--- config.mk ---
export PLATFORM = sky130hd
export DESIGN_NAME = axi_mst_rd_ctrl
export DESIGN_NICKNAME = d
export VERILOG_FILES = /design/src/rtl/axi_mst_rd_ctrl_pkg.sv /design/src/rtl/axi_mst_rd_ctrl.sv
export SDC_FILE = /design/constraint.sdc
export NUM_CORES = 1
export LEC_CHECK = 0
export CORE_UTILIZATION = 31
export CTS_CLUSTER_SIZE = 28
export DETAILED_ROUTE_END_ITERATION = 7
export PLACE_DENSITY = 0.84
export SLEW_MARGIN = 20
export SYNTH_ARGS = -nofsm -noshare
export SYNTH_HDL_FRONTEND = slang
export SYNTH_SLANG_ARGS = --single-unit
--- constraint.sdc ---
create_clock -name clk -period 1.9 [get_ports clk]
set_clock_uncertainty 0.2 [all_clocks]
set_input_delay 0.19 -clock clk [delete_from_list [all_inputs] [get_ports clk]]
set_output_delay 0.19 -clock clk [all_outputs]
set_load 0.005 [all_outputs]
--- src/rtl/axi_mst_rd_ctrl_pkg.sv ---
// Shared AXI4 widths and encodings for the read initiator.
package axi_mst_rd_ctrl_pkg;

  localparam int unsigned AxiAddrWidth   = 32;
  localparam int unsigned AxiDataWidth   = 32;
  localparam int unsigned AxiLenWidth    = 8;
  localparam int unsigned AxiIdWidth     = 4;
  localparam int unsigned AxiRespWidth   = 2;
  localparam int unsigned AxiSizeWidth   = 3;
  localparam int unsigned AxiBurstWidth  = 2;
  localparam int unsigned AxiCacheWidth  = 4;
  localparam int unsigned AxiProtWidth   = 3;
  localparam int unsigned AxiQosWidth    = 4;
  localparam int unsigned AxiRegionWidth = 4;

  // Burst types
  localparam logic [AxiBurstWidth-1:0] AxiBurstFixed = 2'b00;
  localparam logic [AxiBurstWidth-1:0] AxiBurstIncr  = 2'b01;
  localparam logic [AxiBurstWidth-1:0] AxiBurstWrap  = 2'b10;

  // Response codes
  localparam logic [AxiRespWidth-1:0] AxiRespOkay   = 2'b00;
  localparam logic [AxiRespWidth-1:0] AxiRespExOkay = 2'b01;
  localparam logic [AxiRespWidth-1:0] AxiRespSlvErr = 2'b10;
  localparam logic [AxiRespWidth-1:0] AxiRespDecErr = 2'b11;

endpackage

--- src/rtl/axi_mst_rd_ctrl.sv ---
// AXI4 read initiator: one user request becomes one INCR AR burst; R beats are passed
// straight through to the user stream. Single outstanding transaction.
module axi_mst_rd_ctrl
  import axi_mst_rd_ctrl_pkg::*;
#(
  parameter int unsigned ARID       = 0,
  parameter int unsigned ADDR_ALIGN = 2
) (
  input  logic                      clk,
  input  logic                      rst,
  // User request
  input  logic                      rd_req_valid,
  output logic                      rd_req_ready,
  input  logic [AxiAddrWidth-1:0]   rd_req_addr,
  input  logic [AxiLenWidth-1:0]    rd_req_len,
  // User data stream
  output logic                      rd_data_valid,
  input  logic                      rd_data_ready,
  output logic [AxiDataWidth-1:0]   rd_data,
  output logic [AxiRespWidth-1:0]   rd_data_resp,
  output logic                      rd_data_last,
  output logic                      rd_done,
  output logic                      rd_err,
  // AR channel
  output logic                      axi_mst_arvalid,
  input  logic                      axi_mst_arready,
  output logic [AxiIdWidth-1:0]     axi_mst_arid,
  output logic [AxiAddrWidth-1:0]   axi_mst_araddr,
  output logic [AxiLenWidth-1:0]    axi_mst_arlen,
  output logic [AxiSizeWidth-1:0]   axi_mst_arsize,
  output logic [AxiBurstWidth-1:0]  axi_mst_arburst,
  output logic                      axi_mst_arlock,
  output logic [AxiCacheWidth-1:0]  axi_mst_arcache,
  output logic [AxiProtWidth-1:0]   axi_mst_arprot,
  output logic [AxiQosWidth-1:0]    axi_mst_arqos,
  output logic [AxiRegionWidth-1:0] axi_mst_arregion,
  // R channel
  input  logic                      axi_mst_rvalid,
  output logic                      axi_mst_rready,
  input  logic [AxiIdWidth-1:0]     axi_mst_rid,
  input  logic [AxiDataWidth-1:0]   axi_mst_rdata,
  input  logic [AxiRespWidth-1:0]   axi_mst_rresp,
  input  logic                      axi_mst_rlast
);

  typedef enum logic [1:0] {StIdle, StAr, StRd, StDone} state_e;

  localparam logic [AxiAddrWidth-1:0] AlignMask =
    AxiAddrWidth'((64'd1 << ADDR_ALIGN) - 64'd1);
  localparam logic [AxiIdWidth-1:0] ArId = AxiIdWidth'(ARID);

  state_e                  state_q, state_d;
  logic [AxiAddrWidth-1:0] addr_q, addr_d;
  logic [AxiLenWidth-1:0]  len_q, len_d;
  logic [AxiLenWidth-1:0]  beat_cnt_q, beat_cnt_d;
  logic                    err_q, err_d;

  logic in_rd;
  logic beat_fire;
  logic beat_err;
  logic misaligned;

  // Output decode and R pass-through; AR payload comes only from registers
  always_comb begin
    in_rd            = (state_q == StRd);
    rd_req_ready     = (state_q == StIdle);
    rd_done          = (state_q == StDone);
    rd_err           = err_q;

    axi_mst_arvalid  = (state_q == StAr);
    axi_mst_arid     = ArId;
    axi_mst_araddr   = addr_q;
    axi_mst_arlen    = len_q;
    axi_mst_arsize   = AxiSizeWidth'(ADDR_ALIGN);
    axi_mst_arburst  = AxiBurstIncr;
    axi_mst_arlock   = 1'b0;
    axi_mst_arcache  = '0;
    axi_mst_arprot   = '0;
    axi_mst_arqos    = '0;
    axi_mst_arregion = '0;

    // No skid buffer: user backpressure goes straight to the slave
    rd_data_valid    = in_rd & axi_mst_rvalid;
    axi_mst_rready   = in_rd & rd_data_ready;
    rd_data          = axi_mst_rdata;
    rd_data_resp     = axi_mst_rresp;
    // Last is derived from our own count, never from the slave's rlast
    rd_data_last     = in_rd & (beat_cnt_q == len_q);

    beat_fire        = in_rd & axi_mst_rvalid & rd_data_ready;
    beat_err         = (axi_mst_rresp != AxiRespOkay) | (axi_mst_rid != ArId) |
                       (axi_mst_rlast != rd_data_last);
    misaligned       = |(rd_req_addr & AlignMask);
  end

  // Next-state logic for FSM, latched request, beat counter and sticky error
  always_comb begin
    state_d    = state_q;
    addr_d     = addr_q;
    len_d      = len_q;
    beat_cnt_d = beat_cnt_q;
    err_d      = err_q;
    case (state_q)
      StIdle: begin
        if (rd_req_valid) begin
          addr_d     = rd_req_addr;
          len_d      = rd_req_len;
          beat_cnt_d = '0;
          // Misaligned requests are still issued unmodified, just flagged
          err_d      = misaligned;
          state_d    = StAr;
        end
      end
      StAr: begin
        if (axi_mst_arready) state_d = StRd;
      end
      StRd: begin
        if (beat_fire) begin
          beat_cnt_d = beat_cnt_q + AxiLenWidth'(1);
          if (beat_err) err_d = 1'b1;
          if (rd_data_last) state_d = StDone;
        end
      end
      StDone: begin
        state_d = StIdle;
      end
      default: begin
        state_d = StIdle;
      end
    endcase
  end

  // State registers with synchronous reset
  always_ff @(posedge clk) begin
    if (rst) begin
      state_q    <= StIdle;
      addr_q     <= '0;
      len_q      <= '0;
      beat_cnt_q <= '0;
      err_q      <= 1'b0;
    end else begin
      state_q    <= state_d;
      addr_q     <= addr_d;
      len_q      <= len_d;
      beat_cnt_q <= beat_cnt_d;
      err_q      <= err_d;
    end
  end

endmodule

# --- Word-level counts from Yosys, hierarchy flattened ---
# Cells that the tools add are included.
classes:
  n_addsub: 1
  n_mul: 0
  n_div: 0
  magnitude_cmp: 0
  eq_ne: 10
  n_shift: 0
  muxes: 12
  bitwise_logic: 6
  reduce_logical: 9
ops:
  columns: ["cell", "n"]
  rows:
  - ["8-bit 2-to-1 mux", 2]
  - ["8-bit case mux with 2 select lines", 1]
  - ["8-bit by 1-bit adder with 8-bit output (second input constant)", 1]
  - ["8-bit == test", 1]
  - ["2-bit 2-to-1 mux", 4]
  - ["2-bit case mux with 4 select lines", 1]
  - ["4-bit AND reduction", 2]
  - ["2-bit by 1-bit != test with 1-bit output (second input constant)", 3]
  - ["1-bit bitwise AND", 4]
  - ["2-bit == test (second input constant)", 2]
  - ["2-bit != test (second input constant)", 2]
  - ["2-bit nonzero test", 2]
  - ["4-bit nonzero test", 1]
  - ["1-bit 2-to-1 mux", 3]
  - ["3-bit AND reduction", 1]
  - ["2-bit by 1-bit == test with 1-bit output (second input constant)", 1]
  - ["2-bit zero test", 1]
  - ["1-bit bitwise OR", 2]
  - ["1-bit case mux with 2 select lines", 1]
  - ["2-bit AND reduction", 1]
  - ["2-bit OR reduction", 1]
  - ["1-bit != test", 1]
word_totals:
  reg_bits: 51
  latch_bits: 0
  ram_bits: 0
  rom_bits: 0
  inputBits: 85
  out_inout_bits: 106
  wordCells: 43
  n_memories: 0

# --- Depth between registers and ports, before layout ---
# Gate-level depths: netlist (run 1).
depth:
  word_depth: 7
  mapped_depth: 8
  mapped_depth_nobuf: 7

# --- Least setup slack after synthesis (run 1) ---
# No wires, ideal clock.
synth_timing:
  kind: "register to register"
  startpoint: "register state_q[0]"
  endpoint: "register beat_cnt_q[7]"
  setup_ns: 0.133
  arrival_ns: 1.588
  path_slack_ns: -0.021
  path_stages_with_launch: 9
  cell_sequence: "dfxtp_1 -> inv_1 -> ha_1 -> buf_2 -> a21boi_1 -> nor3_1 -> and3_1 -> xnor2_1 -> nor2_1"
synth_between:
  elab_chain_cells: 5
  word_cells_on_any_way: 9
  cone_classes: "eq/ne: 3; mux: 1; bitwise: 2; reduce/logical: 3"
synth_lines:
  columns: ["element", "line_no", "text"]
  rows:
  - ["start: declaration", "axi_mst_rd_ctrl.sv:52", "state_e state_q, state_d;"]
  - ["start signal: assignment", "axi_mst_rd_ctrl.sv:136", "state_q <= StIdle;"]
  - ["start signal: assignment", "axi_mst_rd_ctrl.sv:142", "state_q <= state_d;"]
  - ["2-bit == test", "axi_mst_rd_ctrl.sv:65, axi_mst_rd_ctrl.sv:103", null]
  - ["1-bit bitwise AND (2 in a row)", "axi_mst_rd_ctrl.sv:90", "beat_fire = in_rd & axi_mst_rvalid & rd_data_ready;"]
  - ["2-bit by 1-bit != test with 1-bit output (no source line)", null, null]
  - ["3-bit AND reduction (no source line)", null, null]
  - ["end signal: assignment", "axi_mst_rd_ctrl.sv:145", "beat_cnt_q <= beat_cnt_d;"]
  - ["end: declaration", "axi_mst_rd_ctrl.sv:55", "logic [AxiLenWidth-1:0] beat_cnt_q, beat_cnt_d;"]
# Parallel ways exist; a longest one is shown, timed or not.
# A chain may end at the register's enable or synchronous reset.

# --- Worst setup path after layout (run 1) ---
layout_timing:
  startpoint: "register len_q[5], in the netlist axi_mst_arlen[5]"
  endpoint: "register state_q[1]"
layout_between:
  elab_chain_cells: 4
layout_lines:
  columns: ["element", "line_no", "text"]
  rows:
  - ["start: declaration", "axi_mst_rd_ctrl.sv:54", "logic [AxiLenWidth-1:0] len_q, len_d;"]
  - ["start signal: assignment", "axi_mst_rd_ctrl.sv:144", "len_q <= len_d;"]
  - ["8-bit == test", "axi_mst_rd_ctrl.sv:88", "rd_data_last = in_rd & (beat_cnt_q == len_q);"]
  - ["1-bit bitwise AND", "axi_mst_rd_ctrl.sv:88", null]
  - ["2-bit != test (no source line)", null, null]
  - ["4-bit AND reduction (no source line)", null, null]
# Every way passes these cells.

==> qor.csv, run 1 <==
metric,value,unit
cts_tree,done,
fillers,771,
syn_to_final_growth,43.2,%
core-area,7850,sq um
final_cells,507,
seq_area_frac_synth,0.399,
num_rows,32,
root_buffer,clkbuf_8,
min_period,1.96,ns
synthCells,317,
hpwl,4770,um
drive_gt1_frac,0.138,
grt_overflow,0,
grt_pass1_vias,2300,
wl,6330,um
violations,setup timing,
power.switching,1.35,mW
synth_commonest_cells,"85 x nand2_1, 59 x buf_4, 51 x dfxtp_1, 41 x a21oi_1, 14 x clkbuf_1",
io_pins,191,
setup_tns,-0.0638,ns
ir_drop,553,uV
setup_viol,2,
synth.distinct_cells,31,
power_density,1080,nW/um^2
p_total,3.94,mW
netlist_area,2560,sq um
r2r_slack,-0.06,ns
worst-setup-path-type,reg -> reg,
synthArstFlopShare,0,
place_ws,-0.0883,ns
ff2ff_path_depth,6,
stdcell_area,3660,sq um
register_area,1030,sq um
switching_share,0.341,
placed_cells,493,
cts-buffers-inserted,5,
required,1.92,ns
cp-end-kind,register,
crit_fanout,2,
cts.clk_slew.worst_paths,0.09,ns
hold_depth,0,
power_frac_comb,0.495,
gp_congestion,0.807,
portBuffers,101,
initial_core_util,0.326,
vias,2253,
final_nets,494,
fin_crit_sh,1.03,
cap_violations,0,
p_leak,1.52,nW
dpl_cell_area,3490,sq um
yosysMostFrequentCell,nand2_1,
die_y,92.9,um
yosys_warnings,0,
synth_flop_cell,dfxtp_1,
fmax,0.511,GHz
drc_errors,0,
multi_input_area,1160,sq um
syn_area_per_cell,8.07,sq um
hold_path_startpoint,axi_mst_rdata[11],
hold_viol_final,0,
hold_buffers,0,
grt.total_usage,0.148,
slew_violations,0,
die_w,92.9,um
pwr-share-seq,0.354,
drtIter0Drc,38,
status,"complete, but fails checks",
crit_start,axi_mst_arlen[5],
p_clk_frac,0.151,
worstPathArrival,1.98,ns
first_pass_iters,4,
ys_top_cells_by_area,"dfxtp_1 40%, buf_4 17%, nand2_1 12%",
yosys_register_bits,51,
diodes,0,
hp-class,in -> out,
viasPerCell,4.44,
ant_nets,0,
routedWlPerCell,12.5,um
cts_max_path_buffers,2,
antenna_found_initial,0,
htreeDepth,2,
setup_slack,-0.0585,ns
p_int,2.60,mW
die_area,8620,sq um
insertion_delay,0.29,ns
reg2reg_from,axi_mst_arlen[5],
synth_edf_count,0,
cp-start-kind,register,
grt_max_degree,41,
numClockSinks,51,
grt_setup_unrepaired,yes,
yosysTopAreaCell,dfxtp_1,
synth_top_area_frac,0.399,
grt_pass1_wl,10200,um
[placed cells by master (no fill, tap or decap), types with 3 or more instances in the layout]
cell type,n
and3_1,4
and2_1,3
conb_1,25
nand2_1,85
a21oi_1,41
buf_4,28
dfxtp_2,5
nor2_1,8
dlygate4sd2_1,3
ha_1,3
xnor2_1,4
nand3_1,3
dfxtp_1,46
xor2_1,10
clkdlybuf4s50_1,97
clkbuf_8,5
[path summary, 6_finish.rpt]
path,to
worst max register to register,state_q[1]
worst min register to register,axi_mst_araddr[8]
worst max-delay path,state_q[1]
worst min-delay path,rd_data[11]
[metrics by stage]
| stage | hold slack (ns) | utilization |
|---|---|---|
| 3_3_place_gp | 0.180 | 0.445 |
| 3_5_place_dp | 0.180 | 0.445 |
| 2_1_floorplan | 0.126 | - |
| 5_1_grt | 0.180 | 0.467 |
| 6_report | 0.180 | 0.467 |
| 4_1_cts | 0.180 | 0.461 |
[cells by family after synthesis]
family | share of synthesized area
simple gates | 0.200
buf+inv | 0.200
flops | 0.399
compound gates | 0.108
xor+xnor | 0.0548
fa+ha+maj | 0.0244
mux | 0.0117
other cells | 0.00294
[cell type report]
type / count / area share
clock inverter: 1 / 0.00137
multi-input combinational: 212 / 0.318
clock buffer: 7 / 0.0208
tap: 102 / 0.0348
inverter: 3 / 0.00307
timing repair buffer: 131 / 0.342
sequential: 51 / 0.280
[routing by layer]
metal  GRT usage  share of wire
met3      0.0476          0.068
met5           0              0
met4      0.0449         0.0096
met1       0.158           0.39
met2       0.273           0.53
[worst max-delay path, stage by stage (launching register included)]
cell,delay (ns)
dfxtp_2,0.34
xor2_2,0.18
nor4_4,0.31
buf_4,0.18
nand2_4,0.05
a2111oi_4,0.39
mux2i_1,0.22
[power groups by stage]
stage | logic [mW] | registers [mW] | clock network (mW)
2_1_floorplan | 0.951 | 1.43 | 0
3_3_place_gp | 1.75 | 1.40 | 0
3_5_place_dp | 1.82 | 1.42 | 0
4_1_cts | 1.86 | 1.39 | 0.623
5_1_grt | 2.14 | 1.42 | 0.670
6_report | 1.95 | 1.40 | 0.596
[registers in the layout (all words and copies together) (netlist names)]
register / cells
state_q: 2
beat_cnt_q: 8
axi_mst_arlen: 8
rd_err: 1
axi_mst_araddr: 32
[what timing repair did]
item	CTS	global route
setup buffers	5	2
pin swaps	6	3
gates resized for setup	12	12
setup endpoints to repair	10	12
Power figures use the tool's default switching activity.
==> run 2: changes to the inputs <==
--- a/config.mk
+++ b/config.mk
@@ -5,7 +5,9 @@
 export SDC_FILE = /design/constraint.sdc
 export NUM_CORES = 1
 export LEC_CHECK = 0
+export CORE_MARGIN = 4
 export CORE_UTILIZATION = 31
+export CTS_CLUSTER_DIAMETER = 40
 export CTS_CLUSTER_SIZE = 28
 export DETAILED_ROUTE_END_ITERATION = 7
 export PLACE_DENSITY = 0.84
==> qor.csv, run 2 (same netlist as run 1, synthesis figures left out) <==
metric,value,unit,change
cp-start-kind,register,,
cts-buffers-inserted,5,,unchanged
crit_fanout,2,,unchanged
violations,setup timing,,
final_cell_mix,"97 x clkdlybuf4s50_1, 85 x nand2_1, 47 x dfxtp_1, 41 x a21oi_1",,
hp-class,in -> out,,
grt_max_degree,30,,-27%
place_ws,-0.0515,ns,+0.0367 ns
worstPathArrival,1.53,ns,-0.45 ns
r2r_end,state_q[1],,
grt.total_usage,0.128,,-0.0197
insertion_delay,0.30,ns,about the same
final_common_cell,clkdlybuf4s50_1,,
numClockSinks,51,,unchanged
worst-setup-path-type,reg -> out,,
ir_drop,442,uV,-20%
hold_path_startpoint,axi_mst_rdata[16],,
ant_nets,0,,unchanged
drive_gt1_frac,0.132,,-0.00610
viasPerCell,4.39,,-1.2%
p_leak,1.49,nW,-1.7%
final_util,0.464,,-0.00285
status,"complete, but fails checks",,
die_w,98.9,um,+6.5%
grt_pass1_vias,2232,,-3.0%
ff2ff_path_depth,7,,+1
portBuffers,101,,unchanged
initial_core_util,0.324,,-0.00166
final_nets,490,,-0.81%
num_rows,32,,unchanged
grt_pass1_wl,10300,um,+1.3%
r2r_slack,0,ns,+0.06 ns
fin_crit_sh,1.01,,-0.0187
min_period,1.92,ns,-0.0356 ns
die_area,9770,sq um,+13%
core-area,7890,sq um,+0.51%
cts_tree,done,,
io_pins,191,,unchanged
cp-end-kind,output port,,
fmax,0.520,GHz,+1.9%
hold_viol_final,0,,unchanged
setup_slack,-0.0229,ns,+0.0356 ns
hpwl,5010,um,+5.1%
syn_to_final_growth,43.0,%,
whs_endpoint,rd_data[16],,
htreeDepth,2,,unchanged
drtIter0Drc,80,,+110%
cts.clk_slew.worst_paths,0.10,ns,about the same
vias,2208,,-2.0%
required,1.51,ns,-0.41 ns
routedWlPerCell,13.3,um,+6.5%
gp_congestion,0.751,,-6.9%
first_pass_iters,4,,unchanged
diodes,0,,unchanged
setup_viol,2,,unchanged
power_density,1100,nW/um^2,+2.1%
root_buffer,clkbuf_8,,
cap_violations,0,,unchanged
reg2reg_from,state_q[0],,
die_y,98.9,um,+6.5%
drc_errors,0,,unchanged
cts_max_path_buffers,2,,unchanged
grt_overflow,0,,unchanged
slew_violations,0,,unchanged
wl,6690,um,+5.7%
setup_tns,-0.0236,ns,+0.0402 ns
grt_setup_unrepaired,yes,,
largest_register_ffs,32,,unchanged
antenna_found_initial,0,,unchanged
hold_depth,0,,unchanged
-- run 2: worst max-delay path by stage --
stage,from,end,slack (ns),cells past startpoint
final,beat_cnt_q[6],rd_data_last,-0.02,4
after global routing,beat_cnt_q[6],state_q[1],-0.10,6
after CTS,beat_cnt_q[6],rd_data_last,-0.05,4
after detailed placement,beat_cnt_q[5],state_q[1],-0.05,6
after global placement,beat_cnt_q[5],state_q[1],0.04,6
after floorplan,state_q[0],beat_cnt_q[7],-0.02,8
-- run 2: power by group --
| group | switching (mW) | leakage (nW) | internal (mW) |
|---|---|---|---|
| combinational | 0.896 | 1.02 | 1.03 |
| sequential | 0.131 | 0.419 | 1.28 |
| clock | 0.355 | 0.0515 | 0.333 |
| total | 1.38 | 1.49 | 2.64 |
-- run 2: area by class of cell --
type | count | area, sq um
Inverter | 3 | 11.3
Clock buffer | 8 | 100
Timing Repair Buffer | 127 | 1210
Multi-Input combinational cell | 212 | 1190
Fill cell | 740 | 4230
Tap cell | 102 | 128
Sequential cell | 51 | 1030
-- run 2: what timing repair did --
| item | CTS | global route |
|---|---|---|
| pin swaps | 3 | 3 |
| buffers inserted | 2 | 0 |
| endpoints found under the setup margin | 8 | 10 |
| resized for setup | 18 | 9 |
| hold buffers | 0 | 0 |
| endpoints found under the hold margin | 0 | 0 |
-- run 2: critical path, stage by stage (launching register included) --
cell	delay [ns]
dfxtp_2	0.34
xor2_1	0.18
nor4_4	0.31
and3_1	0.20
clkdlybuf4s15_2	0.20
-- run 2: through the flow --
stage	instances	power, mW	cell area, sq um	hold WS (ns)
5_1_grt	503	4.30	3660	0.180
2_1_floorplan	340	2.38	2650	0.126
3_5_place_dp	493	3.21	3460	0.180
3_3_place_gp	493	3.15	3460	0.180
6_report	503	4.02	3660	0.180
4_1_cts	503	3.98	3610	0.180
-- run 2: layer usage --
metal  wire [um]  share of wire  vias to the layer above  GRT usage
met5           0              0                        -          0
met4          55         0.0082                        0     0.0326
met3         488          0.073                        9     0.0410
met2        3510           0.52                       89      0.239
met1        2640           0.39                     1015      0.139
li1            -              -                     1095          -
